==> config.mk <==
export PLATFORM = sky130hd
export DESIGN_NAME = counter_100
export DESIGN_NICKNAME = d
export VERILOG_FILES = /design/src/rtl/counter_100.sv
export SDC_FILE = /design/constraint.sdc
export NUM_CORES = 1
export LEC_CHECK = 0
export CAP_MARGIN = 40
export CORE_ASPECT_RATIO = 0.75
export CORE_MARGIN = 1.5
export CORE_UTILIZATION = 40
export CTS_CLUSTER_SIZE = 28
export DETAILED_ROUTE_END_ITERATION = 7
export PLACE_DENSITY = 0.78
export SLEW_MARGIN = 20
export SYNTH_ARGS = -nofsm -noshare
export SYNTH_HDL_FRONTEND = slang
export SYNTH_SLANG_ARGS = --single-unit
==> constraint.sdc <==
create_clock -name CE -period 1.65 [get_ports CE]
set_clock_uncertainty 0.2 [all_clocks]
set_input_delay 0.33 -clock CE [delete_from_list [all_inputs] [get_ports CE]]
set_output_delay 0.33 -clock CE [all_outputs]
set_load 0.02 [all_outputs]
==> src/rtl/counter_100.sv <==
// counter_100: four-digit BCD elapsed-time counter (SS.hh) for the
// seven-segment display path. Clocked by the 1 kHz CE strobe; an internal
// divide-by-PRESCALE prescaler produces the 100 Hz count tick.
module counter_100 #(
  parameter int PRESCALE = 10
) (
  input  logic       CE,
  input  logic       RESET,
  output logic [3:0] CNT1,
  output logic [3:0] CNT2,
  output logic [3:0] CNT3,
  output logic [3:0] CNT4
);

  localparam int PW = (PRESCALE > 1) ? $clog2(PRESCALE) : 1;
  localparam logic [PW-1:0] PRESC_LAST = PW'(PRESCALE - 1);

  logic [PW-1:0] presc;
  logic          tick;
  logic          carry1;
  logic          carry2;
  logic          carry3;

  // Tick on the edge where the prescaler sits at its last phase.
  assign tick   = (presc == PRESC_LAST);
  assign carry1 = tick   && (CNT1 == 4'd9);
  assign carry2 = carry1 && (CNT2 == 4'd9);
  assign carry3 = carry2 && (CNT3 == 4'd9);

  // Prescaler: counts CE edges 0..PRESCALE-1 and restarts on the tick edge.
  always_ff @(posedge CE or posedge RESET) begin
    if (RESET) begin
      presc <= '0;
    end else if (tick) begin
      presc <= '0;
    end else begin
      presc <= presc + 1'b1;
    end
  end

  // Hundredths digit: advances on every tick, wraps 9 -> 0.
  always_ff @(posedge CE or posedge RESET) begin
    if (RESET) begin
      CNT1 <= 4'd0;
    end else if (tick) begin
      CNT1 <= (CNT1 == 4'd9) ? 4'd0 : CNT1 + 4'd1;
    end
  end

  // Tenths digit: advances only on a hundredths carry.
  always_ff @(posedge CE or posedge RESET) begin
    if (RESET) begin
      CNT2 <= 4'd0;
    end else if (carry1) begin
      CNT2 <= (CNT2 == 4'd9) ? 4'd0 : CNT2 + 4'd1;
    end
  end

  // Units-of-seconds digit: advances only on a tenths carry.
  always_ff @(posedge CE or posedge RESET) begin
    if (RESET) begin
      CNT3 <= 4'd0;
    end else if (carry2) begin
      CNT3 <= (CNT3 == 4'd9) ? 4'd0 : CNT3 + 4'd1;
    end
  end

  // Tens-of-seconds digit: advances on a units carry; 9 wraps to 0 with no
  // further carry, so 99.99 rolls straight to 00.00.
  always_ff @(posedge CE or posedge RESET) begin
    if (RESET) begin
      CNT4 <= 4'd0;
    end else if (carry3) begin
      CNT4 <= (CNT4 == 4'd9) ? 4'd0 : CNT4 + 4'd1;
    end
  end

endmodule

Word level (Yosys, flattened, before mapping)
Index checks and enable logic that the tools add are counted.
Operators by class
  $add $sub $neg: 5
  eq/ne operators: 5
  multiplexer cells: 5
  reductions and logical operators: 3
Operators with widths (number)
  $add 4x1->4 const B: 5
  $eq 4x4->1 const B: 5
  $mux 4: 5
  $logic_and 1x1->1: 3
Word-level totals
  flip-flop bits (word level): 20
  output and inout bits: 16
  logic and storage cells: 23

Logic depth before layout (Yosys ltp)
  depth in word-level cells: 4
  gate-level depth with buffers: 5
  depth with buffers taken out: 4

Least setup slack after synthesis
OpenSTA, ideal clock, no wires.
  path kind: register to register
  start point: register CNT2[3]
  end point: register CNT4[1]
  setup time: 0.125 ns
  arrival time: 1.524 ns
  required time: 1.325 ns
  path slack: -0.199 ns
  stages on the path, launching flop included: 5
  path through: dfrtp_1 nor4bb_1 nand4_1 nor2_1 mux2_2
Between the ends
  cells in the longest elaborated chain, start to end: 3
Ends and longest elaborated chain
  start: declaration: RTL line 10  | output logic [3:0] CNT2,
  start signal: assignment: RTL line 55  | CNT2 <= (CNT2 == 4'd9) ? 4'd0 : CNT2 + 4'd1;
  $eq 4x4->1: RTL line 27  | assign carry2 = carry1 && (CNT2 == 4'd9);
  $logic_and 1x1->1: RTL line 27
  $logic_and 1x1->1: RTL line 28  | assign carry3 = carry2 && (CNT3 == 4'd9);
  end signal: assignment: RTL line 74  | CNT4 <= (CNT4 == 4'd9) ? 4'd0 : CNT4 + 4'd1;
  end: declaration: RTL line 12  | output logic [3:0] CNT4
Every way passes these cells.
A chain may end at the register's enable or synchronous reset.

Worst setup path after layout
  start point: register presc[2]
  end point: register CNT4[1]
Between the ends
  cells in the longest elaborated chain, start to end: 4
Ends and longest elaborated chain
  start: declaration: RTL line 18  | logic [PW-1:0] presc;
  start signal: assignment: RTL line 37  | presc <= presc + 1'b1;
  $eq 4x4->1: RTL line 25  | assign tick = (presc == PRESC_LAST);
  $logic_and 1x1->1: RTL line 26  | assign carry1 = tick && (CNT1 == 4'd9);
  $logic_and 1x1->1: RTL line 27
  $logic_and 1x1->1: RTL line 28
Every way passes these cells.

==> results.md <==
- Kind of start point of the critical path: flip-flop
- Syn-to-layout area delta: 39.0%
- Status: finished, violations left
- Number of buffers created by CTS: 3
- Clock tree from TritonCTS: built
- Die Y: roughly 46 um
- Yosys top cell by area: dfrtp_1
- Root buf cell: clkbuf_4
- Post-CTS Hold Fix Bufs: 0
- Final HPWL DP: 1540 um
- Worst setup path startpoint: presc[2]
- Routed Antenna Nets: 0
- Max-slew violations: 0
- Static Leakage: between 0.6 and 0.7 nW
- Min Tclk post-route: roughly 1700 ps
- Worst hold path type: in -> async
- DRC violations left: 0
- Synth top area cells: dfrtp_1 50%, xnor2_1 6.1%, inv_1 3.4%
- Via count: between 800 and 900
- R2r startpoint: presc[2]
- Syn Nets: between 90 and 100
- Worst-skew pair later-pin latency: 310 ps
- Syn avg cell area: 10.5 um2
- Synthesized netlist cell count: between 90 and 100
- Layout Nets: 138
- Clock Sinks: 20
- Ys Warns: 0
- Layout cells sized above 1: between 30% and 40%
- Final setup margin: -83.7 ps
- Final Total Pwr: between 700 and 800 uW
- Worst EP required: 1660 ps
- DIE AREA: 2810 um2
- Max IR drop VDD: 0.490 mV
- RSZ-0062 raised after global routing: yes
- Grt ovf: 0
- Starting DRT DRC Count: 17
- Final setup violation count: 6
- Hold Slack: around 130 ps
- Final WL: between 2000 and 2500 um
- Antenna violations before repair: 0
- CP Max Fanout: 5
- Drt first pass iters: 4
- Slew @ Worst Pin: approximately 240 ps
- Synthesized flop and latch total: 20
- PortBufs: 17
- Fmax: ~580 MHz
- Non-filler cells, final: about 170
- Final hold vios: 0
- Total GRT Usage: between 15 and 20%
- Post-Route Utilization: between 50% and 60%
- CP endpoint kind: flip-flop
- Global-route wire length before repair: around 3400 um
- Pwr Density: 574 nW/um2
- ANT cells: 0
- Io pins: 18
- Failing checks: setup timing
- Share of the synthesized area in the top cell type: roughly 50%
- GP Congestion: 0.737
- Setup CP Type: reg -> reg
- Final Cycle Share: 105%
- Count of cell types in the netlist: 28
- Initial Util: 42.9%
- Slew HR: between 80% and 90%
- Clock transition at path regs: 120 ps
- Clk buf depth: 2
- Cells after DPL: 163
- Largest net degree at the start of global routing: 21
- Post-synthesis sequential area ratio: 50.1%
- Die W: between 60 and 70 um
- Critical path arrival: between 1500 and 2000 ps
- Max Cap Viol: 0
- Via density per instance: ~4.8
- FP Rows: 15
- Routed wire per std cell: 12.4 um
- Core area: about 2300 um2
- Number of global-route vias before repair: 832
- Synth Cell Area: 998 um2
- H-tree depth: 1
per-stage QoR:
stage          setup slack (ps)  setup TNS (ps)  cell area, um2
4_1_cts                   -72.0            -212            1400
2_1_floorplan              -158            -210            1010
3_3_place_gp              -61.5            -128            1350
6_report                  -83.7            -176            1390
5_1_grt                    -145            -650            1390
3_5_place_dp               -121            -422            1350
layout by cell type, fill, tap and decap left out, types with 2 or more instances in the layout:
cell             instances
mux2_2                   2
a21oi_1                  3
a22o_1                   3
mux2i_1                  2
nand4_1                  2
nand2b_1                 4
or3_4                    2
clkbuf_4                 3
dfrtp_2                  5
o21ai_1                  2
clkdlybuf4s15_1          3
nand2_1                  8
nor2_1                   5
buf_4                   21
dlygate4sd2_1            4
nand3_1                  4
xnor2_2                  2
o21ai_0                  4
xnor2_1                  6
buf_2                    8
inv_1                    9
dfrtp_1                 15
worst max-delay path: stages, from the launching register on:
cell and delay [ps]:
dfrtp_1 400, and4bb_4 390, nand4_1 160, nor2_1 170
mux2_4 310
layer usage:
metal	part of all wire (%)	vias up	GRT usage, %
met5	0	-	0
met2	52	13	30.5
met4	0.71	0	4.35
met1	44	392	19.6
li1	-	403	-
met3	3.5	2	5.06
Yosys cell counts:
library cell	count
buf_4	1
nor2_1	6
xnor2_2	1
xor2_1	1
inv_1	9
a22o_1	3
dfrtp_1	20
nand2b_1	4
nor3_1	1
or3_4	1
or3_1	2
and4bb_2	1
o31ai_1	1
mux2i_1	2
nor2b_1	1
a21oi_1	3
xnor2_1	7
a21o_1	1
nand2_1	9
nand4_1	2
nor4bb_1	2
nand3_4	1
and4bb_1	1
o211ai_1	1
o21ai_0	6
buf_6	1
mux2_2	3
nand3_1	4
logic make-up (layout without fill, tap and decap cells):
logic type / Yosys count / after routing / share of synthesized area (%)
flops: 20 / 20 / 50.1
xor+xnor: 9 / 9 / 8.65
compound gates: 15 / 15 / 9.40
buf+inv: 11 / 51 / 5.26
mux: 5 / 5 / 5.39
simple gates: 35 / 35 / 21.2
path summary, 6_finish.rpt:
path,endpoint,slack [ps],depth (start not counted)
worst min-delay path,CNT4[0],130,3
worst max-delay path,CNT4[1],-80,4
max in group asynchronous,CNT1[0],880,3
worst min register to register,CNT2[0],300,1
min in group CE,CNT2[0],300,1
worst max register to register,CNT4[1],-80,4
registers in the layout, indices dropped and copies added, names as in the netlist:
| signal | count |
|---|---|
| CNT1 | 4 |
| CNT2 | 4 |
| CNT3 | 4 |
| CNT4 | 4 |
| presc | 4 |
power by group:
group | internal, mW | leakage [nW] | total, mW | switching [mW]
sequential | 0.490 | 0.259 | 0.490 | 0
clock | 0.135 | 0.0210 | 0.293 | 0.158
combinational | 0.00380 | 0.389 | 0.0137 | 0.00985
total | 0.628 | 0.669 | 0.796 | 0.168
cell type report:
cell class	instances	area (um2)
timing repair buffer	38	278
multi-input combinational	64	490
tap	34	42.5
sequential	20	507
fill	217	940
inverter	9	33.8
clock buffer	4	36.3
repair_timing:
action                                  in CTS  in global routing
endpoints found under the setup margin      24                 17
buffers inserted                             2                  0
cloned                                       0                  0
pin swaps                                    7                  1
resized for setup                           43                 13
Power figures use the tool's default switching activity.
